`config.mk`:
```
export PLATFORM = sky130hd
export DESIGN_NAME = keypad_matrix_scan
export DESIGN_NICKNAME = d
export VERILOG_FILES = /design/src/rtl/keypad_pkg.sv /design/src/rtl/keypad_debounce.sv /design/src/rtl/keypad_matrix_scan.sv
export SDC_FILE = /design/constraint.sdc
export NUM_CORES = 1
export LEC_CHECK = 0
export ABC_AREA = 1
export CAP_MARGIN = 20
export CELL_PAD_IN_SITES_DETAIL_PLACEMENT = 0
export CELL_PAD_IN_SITES_GLOBAL_PLACEMENT = 1
export CORE_MARGIN = 2
export CORE_UTILIZATION = 45
export DETAILED_ROUTE_END_ITERATION = 7
export PLACE_DENSITY = 0.81
export SETUP_SLACK_MARGIN = 0.3
export SYNTH_ARGS = -nofsm -noshare
export SYNTH_HDL_FRONTEND = slang
export SYNTH_SLANG_ARGS = --single-unit
```
`constraint.sdc`:
```
create_clock -name clk -period 3.3 [get_ports clk]
set_input_delay 0.825 -clock clk [delete_from_list [all_inputs] [get_ports clk]]
set_output_delay 0.825 -clock clk [all_outputs]
set_load 0.01 [all_outputs]
```
`src/rtl/keypad_pkg.sv`:
```
// Shared defaults and width helpers for the keypad matrix scanner.
package keypad_pkg;

    localparam int DEF_ROWS            = 4;
    localparam int DEF_COLS            = 4;
    localparam int DEF_SCAN_DIV        = 5000;
    localparam int DEF_DEBOUNCE_FRAMES = 4;

    // Width of a key index; never narrower than one bit.
    function automatic int key_idx_w(input int rows, input int cols);
        return (rows * cols > 1) ? $clog2(rows * cols) : 1;
    endfunction

    // Width of a counter holding 0..n-1.
    function automatic int cnt_w(input int n);
        return (n > 1) ? $clog2(n) : 1;
    endfunction

endpackage

```
`src/rtl/keypad_debounce.sv`:
```
// Whole-frame debouncer: commits a new key map after DEBOUNCE_FRAMES identical frames,
// unless the event emitter is still draining the previous change.
module keypad_debounce
    import keypad_pkg::*;
#(
    parameter int WIDTH           = 16,
    parameter int DEBOUNCE_FRAMES = 4
) (
    input  logic             clk,
    input  logic             rst_n,
    input  logic [WIDTH-1:0] frame,
    input  logic             frame_strobe,
    input  logic             hold,
    output logic [WIDTH-1:0] key_state,
    output logic [WIDTH-1:0] change,
    output logic             commit
);

    localparam int SW = cnt_w(DEBOUNCE_FRAMES);
    localparam logic [SW-1:0] STABLE_MAX = SW'(DEBOUNCE_FRAMES - 1);

    logic [WIDTH-1:0] prev;
    logic [SW-1:0]    stable;
    logic [SW-1:0]    stable_nxt;

    always_comb begin
        stable_nxt = '0;
        if (frame == prev) begin
            stable_nxt = (stable == STABLE_MAX) ? stable : stable + 1'b1;
        end
        // A held commit is retried at every later frame end; stable stays saturated.
        commit = frame_strobe && (stable_nxt == STABLE_MAX) && (frame != key_state) && !hold;
        change = frame ^ key_state;
    end

    always_ff @(posedge clk or negedge rst_n) begin
        if (!rst_n) begin
            prev      <= '0;
            stable    <= '0;
            key_state <= '0;
        end else if (frame_strobe) begin
            prev   <= frame;
            stable <= stable_nxt;
            if (commit) begin
                key_state <= frame;
            end
        end
    end

endmodule

```
`src/rtl/keypad_matrix_scan.sv`:
```
// Matrix keypad scanner: one-cold row strobe, frame assembly, debounce and a
// valid/ready key-event stream (lowest changed index first).
module keypad_matrix_scan
    import keypad_pkg::*;
#(
    parameter int ROWS            = DEF_ROWS,
    parameter int COLS            = DEF_COLS,
    parameter int SCAN_DIV        = DEF_SCAN_DIV,
    parameter int DEBOUNCE_FRAMES = DEF_DEBOUNCE_FRAMES
) (
    input  logic                                clk,
    input  logic                                rst_n,
    input  logic [COLS-1:0]                     col,
    output logic [ROWS-1:0]                     row,
    output logic [ROWS*COLS-1:0]                key_state,
    output logic                                evt_valid,
    input  logic                                evt_ready,
    output logic [key_idx_w(ROWS, COLS)-1:0]    evt_code,
    output logic                                evt_press
);

    localparam int N  = ROWS * COLS;
    localparam int KW = key_idx_w(ROWS, COLS);
    localparam int CW = cnt_w(SCAN_DIV);
    localparam int RW = cnt_w(ROWS);
    localparam logic [CW-1:0]   SLOT_LAST = CW'(SCAN_DIV - 1);
    localparam logic [RW-1:0]   ROW_LAST  = RW'(ROWS - 1);
    localparam logic [ROWS-1:0] ROW_INIT  = {{(ROWS-1){1'b1}}, 1'b0};

    logic [CW-1:0] slot_cnt;
    logic [RW-1:0] row_idx;
    logic [N-1:0]  raw;
    logic [N-1:0]  frame;
    logic [N-1:0]  pending;
    logic [N-1:0]  rem;
    logic [N-1:0]  fire_mask;
    logic [N-1:0]  change;
    logic [KW-1:0] first_idx;
    logic          sample;
    logic          frame_end;
    logic          commit;

    assign sample    = (slot_cnt == SLOT_LAST);
    assign frame_end = sample && (row_idx == ROW_LAST);

    // The frame seen at frame end includes the row being sampled right now.
    always_comb begin
        frame = raw;
        frame[int'(row_idx)*COLS +: COLS] = ~col;
    end

    always_ff @(posedge clk or negedge rst_n) begin
        if (!rst_n) begin
            slot_cnt <= '0;
            row_idx  <= '0;
            row      <= ROW_INIT;
            raw      <= '0;
        end else if (sample) begin
            slot_cnt <= '0;
            raw      <= frame;
            row      <= {row[ROWS-2:0], row[ROWS-1]};
            row_idx  <= (row_idx == ROW_LAST) ? '0 : row_idx + 1'b1;
        end else begin
            slot_cnt <= slot_cnt + 1'b1;
        end
    end

    keypad_debounce #(
        .WIDTH           (N),
        .DEBOUNCE_FRAMES (DEBOUNCE_FRAMES)
    ) u_debounce (
        .clk          (clk),
        .rst_n        (rst_n),
        .frame        (frame),
        .frame_strobe (frame_end),
        .hold         (|pending),
        .key_state    (key_state),
        .change       (change),
        .commit       (commit)
    );

    // Valid/ready: an event transfers on a clk edge where evt_valid and evt_ready are
    // both 1; while evt_valid=1 and evt_ready=0, evt_code/evt_press do not change.
    always_comb begin
        fire_mask = '0;
        if (evt_valid && evt_ready) begin
            fire_mask[evt_code] = 1'b1;
        end
        rem       = pending & ~fire_mask;
        first_idx = '0;
        for (int i = N - 1; i >= 0; i--) begin
            if (rem[i]) first_idx = KW'(i);
        end
    end

    // Commit only happens with pending empty, so rem is zero whenever change is merged in.
    always_ff @(posedge clk or negedge rst_n) begin
        if (!rst_n) begin
            pending   <= '0;
            evt_valid <= 1'b0;
            evt_code  <= '0;
            evt_press <= 1'b0;
        end else begin
            pending   <= commit ? (rem | change) : rem;
            evt_valid <= |rem;
            evt_code  <= first_idx;
            evt_press <= key_state[first_idx];
        end
    end

endmodule

```
Word-level counts from Yosys, hierarchy flattened

Index checks and enable logic that the tools add are counted.

Flip-flop bits (word level): 91
Bits in latches: 0
Bits in writable memories: 0
Bits in read-only memories: 0
Input port bits: 7
Word-level logic and storage cells: 68
Memories kept: 0

Add/sub/neg operators: 4
$mul: 0
Divide/modulo/power cells: 0
Order comparisons: 3
Eq/ne operators: 6
Shifts and indexed selects: 2
Muxes and demuxes: 27
Bitwise logic cells: 5
Reductions and logical operators: 10

Operator list:

| cell                                                                                | count |
|---|---|
| 4-bit two-way mux                                                                   | 16 |
| 4-bit negation with 33-bit output                                                   | 1 |
| 4-bit by 33-bit variable shift with 16-bit output, first input constant             | 1 |
| 4-bit by 33-bit variable part select with 16-bit output                             | 1 |
| 16-bit two-way mux                                                                  | 2 |
| 16-bit OR reduction                                                                 | 2 |
| 16-bit AND                                                                          | 1 |
| 16-bit bitwise mux                                                                  | 1 |
| 16-bit equality test                                                                | 1 |
| 16-bit inequality test                                                              | 1 |
| 16-bit NOT                                                                          | 1 |
| 16-bit OR                                                                           | 1 |
| 16-bit XOR                                                                          | 1 |
| 13-bit by 1-bit adder with 13-bit output, second input constant                     | 1 |
| 13-bit equality test, second input constant                                         | 1 |
| 13-bit two-way mux                                                                  | 1 |
| 4-bit by 5-bit < comparator with 1-bit output, second input constant                | 2 |
| 2-bit equality test, second input constant                                          | 3 |
| 1-bit logical AND                                                                   | 6 |
| 2-bit two-way mux                                                                   | 3 |
| 2-bit by 1-bit adder with 2-bit output, second input constant                       | 2 |
| 1-bit binary-select mux with 4-bit select                                           | 1 |
| 1-bit demux with 4-bit select                                                       | 1 |
| 4-bit by 1-bit greater-or-equal comparator with 1-bit output, second input constant | 1 |
| other kinds (4)                                                                     | 5 |

Logic depth before layout (Yosys ltp)

Word-level depth: 25
Depth in mapped cells: 24
Gate-level depth less buffers: 24

Modules after synthesis

From an unflattened synthesis, not the netlist that was laid out.

Cells, all modules: 692
Area total of the unflattened synthesis: 5,087.4 sq um

Modules (own cells, without submodules):

| module             | times used | cells an instance | area an instance (sq um) | seq. area each (sq um) |
|---|---|---|---|---|
| keypad_matrix_scan | 1          | 419               | 3,141.8                  | 1,430.1 |
| keypad_debounce    | 1          | 273               | 1,945.6                  | 850.8 |

Worst setup path after synthesis

Ideal clock, no wire load.

Kind: flip-flop to flip-flop
From: reg row_idx[0]
To: reg u_debounce.key_state[8]
Library setup time: 0.128 ns
Arrival: 2.601 ns
Slack: 0.571 ns
Stages on the path, launching flop included: 17
Buffers on the path: 3
Period minus slack after synthesis: 2.729 ns
Path through: dfrtp_1 inv_4 ha_1 buf_4 nor3_2 nand2_1 o21ai_2 xnor2_1 nand2_1 nor4_2 nand2_1 a211oi_2 nand2_2 buf_6 buf_8 nand2_2 o21ai_2

Word-level cells in the longest chain between the ends: 10
Elaborated cells between the ends (all ways): 14

Ends and longest elaborated chain:

| what                                                                                                                                | RTL line                 | text |
|---|---|---|
| start, declared                                                                                                                     | keypad_matrix_scan.sv:31 | `logic [RW-1:0] row_idx;` |
| start signal, assigned                                                                                                              | keypad_matrix_scan.sv:62 | `row_idx <= (row_idx == ROW_LAST) ? '0 : row_idx + 1'b1;` |
| 4-bit negation with 33-bit output                                                                                                   | keypad_matrix_scan.sv:49 | `frame[int'(row_idx)*COLS +: COLS] = ~col;` |
| 4-bit by 33-bit variable part select with 16-bit output / 4-bit by 33-bit variable shift with 16-bit output (equally long branches) | keypad_matrix_scan.sv:49 |  |
| 16-bit bitwise mux                                                                                                                  | keypad_matrix_scan.sv:49 |  |
| 16-bit equality test                                                                                                                | keypad_debounce.sv:28    | `if (frame == prev) begin` |
| 2-bit two-way mux                                                                                                                   | keypad_debounce.sv:28    |  |
| 2-bit equality test                                                                                                                 | keypad_debounce.sv:32    | `commit = frame_strobe && (stable_nxt == STABLE_MAX) && (frame != key_state) && !hold;` |
| 1-bit logical AND (3 in series)                                                                                                     | keypad_debounce.sv:32    |  |
| 2-bit AND reduction (no line)                                                                                                       | --                       |  |
| end signal, assigned                                                                                                                | keypad_debounce.sv:45    | `key_state <= frame;` |
| end, declared                                                                                                                       | keypad_debounce.sv:14    | `output logic [WIDTH-1:0] key_state,` |

Parallel ways exist; a longest one is shown, timed or not.
A chain may end at the register's enable or synchronous reset.

Worst setup path after layout

From: in col[2]
To: reg u_debounce.key_state[15]

Word-level cells in the longest chain between the ends: 10
Elaborated cells between the ends (all ways): 11

Ends and longest elaborated chain:

| what                                                        | RTL line                 | text |
|---|---|---|
| start, declared                                             | keypad_matrix_scan.sv:13 | `input logic [COLS-1:0] col,` |
| 4-bit NOT (*)                                               | keypad_matrix_scan.sv:49 |  |
| 4-bit by 33-bit variable part select with 16-bit output (*) | keypad_matrix_scan.sv:49 |  |
| 16-bit bitwise mux (*)                                      | keypad_matrix_scan.sv:49 |  |
| 16-bit equality test                                        | keypad_debounce.sv:28    |  |
| 2-bit two-way mux                                           | keypad_debounce.sv:28    |  |
| 2-bit equality test                                         | keypad_debounce.sv:32    |  |
| 1-bit logical AND (3 in series)                             | keypad_debounce.sv:32    |  |
| 2-bit AND reduction (no line)                               | --                       |  |

Every way passes the cells marked *; elsewhere a longest branch is shown, timed or not.

==> run_summary.xml <==
<?xml version="1.0" encoding="UTF-8"?>
<metrics>
  <group name="global_route">
    <metric name="antenna_found_initial" unit="">0</metric>
    <metric name="gr-total-overflow" unit="">0</metric>
    <metric name="largest_net_degree_at_the_start_of_global_routing" unit="">45</metric>
    <metric name="grt_pass1_wl" unit="µm">19800</metric>
    <metric name="gr-usage-all-layers" unit="%">22.3</metric>
    <metric name="number_of_global_route_vias_before_repair" unit="">4045</metric>
  </group>
  <group name="clocking">
    <metric name="numClockSinks" unit="">91</metric>
    <metric name="h_tree_depth" unit="">3</metric>
    <metric name="cts-root-buf" unit="">clkbuf_8</metric>
    <metric name="clock_tree.buffer_depth" unit="">2</metric>
    <metric name="worst_setup_hold_path_clk_slew" unit="ps">90</metric>
    <metric name="tritoncts.num_buffers" unit="">9</metric>
    <metric name="cts_tree" unit="">done</metric>
    <metric name="clock_latency" unit="ps">370</metric>
  </group>
  <group name="route">
    <metric name="route.detailed.wl_per_inst" unit="µm">15.9</metric>
    <metric name="drt-initial-drc-count" unit="">257</metric>
    <metric name="avgViaCountPerCell" unit="">5.22</metric>
    <metric name="detail_route.drc_violations" unit="">0</metric>
    <metric name="post_detailed_route_count_of_antenna_violating_nets" unit="">0</metric>
    <metric name="dr.pass1.iters" unit="">5</metric>
    <metric name="vias" unit="">4190</metric>
    <metric name="routed_wl" unit="µm">12700</metric>
  </group>
  <group name="pwr">
    <metric name="share_comb_of_total_power" unit="%">13.1</metric>
    <metric name="p_sw_share" unit="%">26.2</metric>
    <metric name="p_leak" unit="nW">3.24</metric>
    <metric name="peakVddDrop" unit="V">0.000203</metric>
    <metric name="power.share.sequential" unit="%">51.0</metric>
    <metric name="intPower" unit="mW">1.66</metric>
    <metric name="power_per_cell_area" unit="nW/µm²">356</metric>
    <metric name="switchingPower" unit="µW">591</metric>
    <metric name="p_clk_share" unit="%">35.9</metric>
  </group>
  <group name="worst_setup_path">
    <metric name="reg2reg_path_depth" unit="">15</metric>
    <metric name="crit_path_end_kind" unit="">register</metric>
    <metric name="critical_path_maximum_fanout" unit="">8</metric>
    <metric name="r2r_setup_slk" unit="ps">350</metric>
    <metric name="critical_path.cell_chain" unit="">clkdlybuf4s50_1, nor2_2, nand2_2, nand2_4, xnor2_2, nand4_1, nor4_2, nand2_1, a211oi_2, nand2_4, clkbuf_16, nand2_2, o21ai_2</metric>
    <metric name="critical_path_class" unit="">in2reg</metric>
    <metric name="worst_path_max_delay_cell" unit="">clkdlybuf4s50_1</metric>
    <metric name="startpoint_type" unit="">primary input</metric>
    <metric name="critical_path.max_stage_delay" unit="ps">590</metric>
    <metric name="reg2reg_to" unit="">u_debounce.key_state[15]</metric>
    <metric name="data_arrival_at_the_endpoint_of_the_critical_path" unit="ps">3220</metric>
    <metric name="crit-reg2reg-launch" unit="">row_idx[1]</metric>
    <metric name="worst-endpoint-required" unit="ps">3560</metric>
  </group>
  <group name="sta">
    <metric name="slew-limit-headroom" unit="%">62.8</metric>
    <metric name="report.final.setup_viol" unit="">0</metric>
    <metric name="rsz0062_at_grt" unit="">yes</metric>
    <metric name="max_clock_freq" unit="MHz">338</metric>
    <metric name="min_period_over_period" unit="%">89.8</metric>
    <metric name="tightest_slew" unit="ps">558</metric>
    <metric name="hold_viol_final" unit="">0</metric>
    <metric name="finalWorstPathRequiredPeriod" unit="ps">2960</metric>
    <metric name="finalClockSkew" unit="ps">9.18</metric>
    <metric name="final_max_slew_viol_count" unit="">0</metric>
  </group>
  <group name="layout">
    <metric name="final_cells" unit="">802</metric>
    <metric name="area_delta_synth_final" unit="%">30.3</metric>
    <metric name="antenna_cells" unit="">0</metric>
    <metric name="finish.net_count" unit="">675</metric>
    <metric name="final_cell_area" unit="µm²">6330</metric>
    <metric name="fraction_of_final_layout_cells_sized_beyond_drive_strength_1" unit="%">28.2</metric>
  </group>
  <group name="logic_synthesis">
    <metric name="synth.lib_cells_used.distinct" unit="">48</metric>
    <metric name="syn-instance-count" unit="">565</metric>
    <metric name="synth.ff_latch_count" unit="">91</metric>
    <metric name="ys_seq_area_share" unit="%">47.0</metric>
    <metric name="synth.avg_cell_area" unit="µm²">8.59</metric>
    <metric name="fraction_of_synthesized_cell_area_taken_by_the_top_area_cell_type" unit="%">45.3</metric>
    <metric name="number_of_synthesis_warnings" unit="">0</metric>
    <metric name="synth.largest_area_cell" unit="">dfrtp_1</metric>
    <metric name="syn-num-nets" unit="">579</metric>
    <metric name="ys_top_cells_by_area" unit="">dfrtp_1 (45%), nand2_1 (9.7%), o21ai_0 (6.8%)</metric>
    <metric name="post_synth_instance_area" unit="µm²">4860</metric>
  </group>
  <group name="placed_design">
    <metric name="gp_routability_congestion" unit="">0.917</metric>
    <metric name="dp_hpwl" unit="µm">9070</metric>
    <metric name="numPlacedInstances" unit="">765</metric>
    <metric name="port-buffer-count" unit="">32</metric>
    <metric name="post_dp_cell_area" unit="µm²">5620</metric>
  </group>
  <group name="floorplan">
    <metric name="initial_utilization" unit="%">46.6</metric>
    <metric name="fp.coreArea" unit="µm²">10400</metric>
    <metric name="io_pins" unit="">33</metric>
    <metric name="core.rowCount" unit="">37</metric>
    <metric name="design.die.area" unit="µm²">11600</metric>
    <metric name="die_boundary_height" unit="µm">108</metric>
    <metric name="die_width" unit="µm">108</metric>
  </group>
  <group name="worst_hold_path">
    <metric name="hold_path.class" unit="">in2async</metric>
  </group>
  <group name="job">
    <metric name="drv.max_cap_violation_count" unit="">0</metric>
  </group>
  <group name="outcome">
    <metric name="status" unit="">completed</metric>
  </group>
</metrics>
[kinds of logic after synthesis]
logic type               Yosys count  synth area share (%)
XOR/XNOR                          28                  5.36
buffers and inverters             99                  8.37
AND/OR/NAND/NOR                  219                  21.1
AO/OA/AOI/OAI                    121                  16.4
adder cells (fa/ha/maj)            7                  1.80
flip-flops                        91                  47.0
[worst max-delay path, delay by kind of cell]
family          cells  cell delay (ps)
compound gates      2              370
xor+xnor            1              180
buf+inv             2              800
simple gates        8             1040
[per-layer routing]
layer | wire length (µm) | GRT usage, % | part of all wire, %
met5 | 0 | 0 | 0
met4 | 265 | 9.80 | 2.1
met3 | 365 | 2.66 | 2.9
met2 | 6310 | 36.3 | 50
met1 | 5780 | 30.0 | 45
[final cells by class]
cell class / instances / area [µm²]
sequential: 91 / 2280
clock inverter: 4 / 47.5
fill: 915 / 4090
inverter: 85 / 332
clock buffer: 12 / 165
timing repair buffer: 99 / 912
multi-input combinational: 375 / 2420
tap: 136 / 170
[registers in the layout, summed over array words and instances, names as in the netlist]
signal / count
evt_code: 4
evt_press: 1
evt_valid: 1
pending: 16
raw: 16
row: 4
row_idx: 2
slot_cnt: 13
u_debounce.key_state: 16
u_debounce.prev: 16
u_debounce.stable: 2
[power by group through the flow]
| stage | clock (mW) | sequential [mW] | combinational (mW) |
|---|---|---|---|
| after global placement | 0 | 1.17 | 0.276 |
| after floorplan | 0 | 1.18 | 0.127 |
| after detailed placement | 0 | 1.17 | 0.277 |
| after CTS | 0.822 | 1.15 | 0.279 |
| final | 0.809 | 1.15 | 0.296 |
| after global routing | 0.877 | 1.15 | 0.329 |
[how the worst max path moves through the flow]
| stage | startpoint | end | slack, ps | depth (start not counted) |
|---|---|---|---|---|
| 2_1_floorplan | row_idx[0] | u_debounce.key_state[8] | 570 | 16 |
| 3_3_place_gp | col[0] | pending[2] | -80 | 11 |
| 3_5_place_dp | col[0] | pending[1] | -120 | 11 |
| 4_1_cts | row_idx[1] | pending[0] | 300 | 14 |
| 5_1_grt | row_idx[1] | u_debounce.key_state[5] | 190 | 15 |
| 6_report | col[2] | u_debounce.key_state[15] | 340 | 13 |
[metrics by stage]
stage	worst slack [ps]	TNS (ps)	util [%]	hold slack (ps)	power [mW]
after global placement	-84.2	-427	53.9	466	1.45
final	338	0	60.8	435	2.25
after floorplan	571	0	-	453	1.31
after CTS	299	0	56.3	446	2.25
after detailed placement	-119	-1850	53.9	471	1.45
after global routing	189	0	60.8	460	2.36
[layout by cell type, fill, tap and decap left out, types with 4 or more instances in the layout]
master           count
a21oi_1              7
buf_4               60
a22oi_2              6
clkdlybuf4s50_1     28
nand3_1             23
xor2_1              14
o21ai_0             51
xor2_2               4
o21ai_1              8
nor2_1              20
dfrtp_1             86
nor3_4               4
nand4_1              7
clkbuf_8            12
nor3_1               7
ha_1                 4
nand2_2             13
nor4_1               6
nand2_4             11
inv_2                4
inv_1               78
nand2_1            113
o21ai_2             31
xnor2_1              8
[repair_timing]
item	4_1_cts	5_1_grt
hold buffers	0	0
setup buffers	2	15
resized for setup	5	81
endpoints found under the setup margin	32	33
pin swaps	1	20
gates cloned	0	4
hold endpoints to repair	0	0
[cell usage after synthesis, drive strengths merged]
cell,n
clkbuf,8
ha,7
xnor2,10
o211ai,1
nand3b,2
a221oi,1
dfrtp,88
a22oi,6
a21o,1
nor3b,1
or4,2
buf,6
inv,85
o21ai,90
or2,1
o22ai,6
o21a,1
nor4,7
nand2,137
o2111ai,1
o21bai,1
nand3,24
o41ai,1
nand4,8
nor2,24
a21oi,9
a31oi,1
dfstp,3
xor2,18
a211oi,2
nor3,12
and3,1
(Power assumes the default switching activity.)
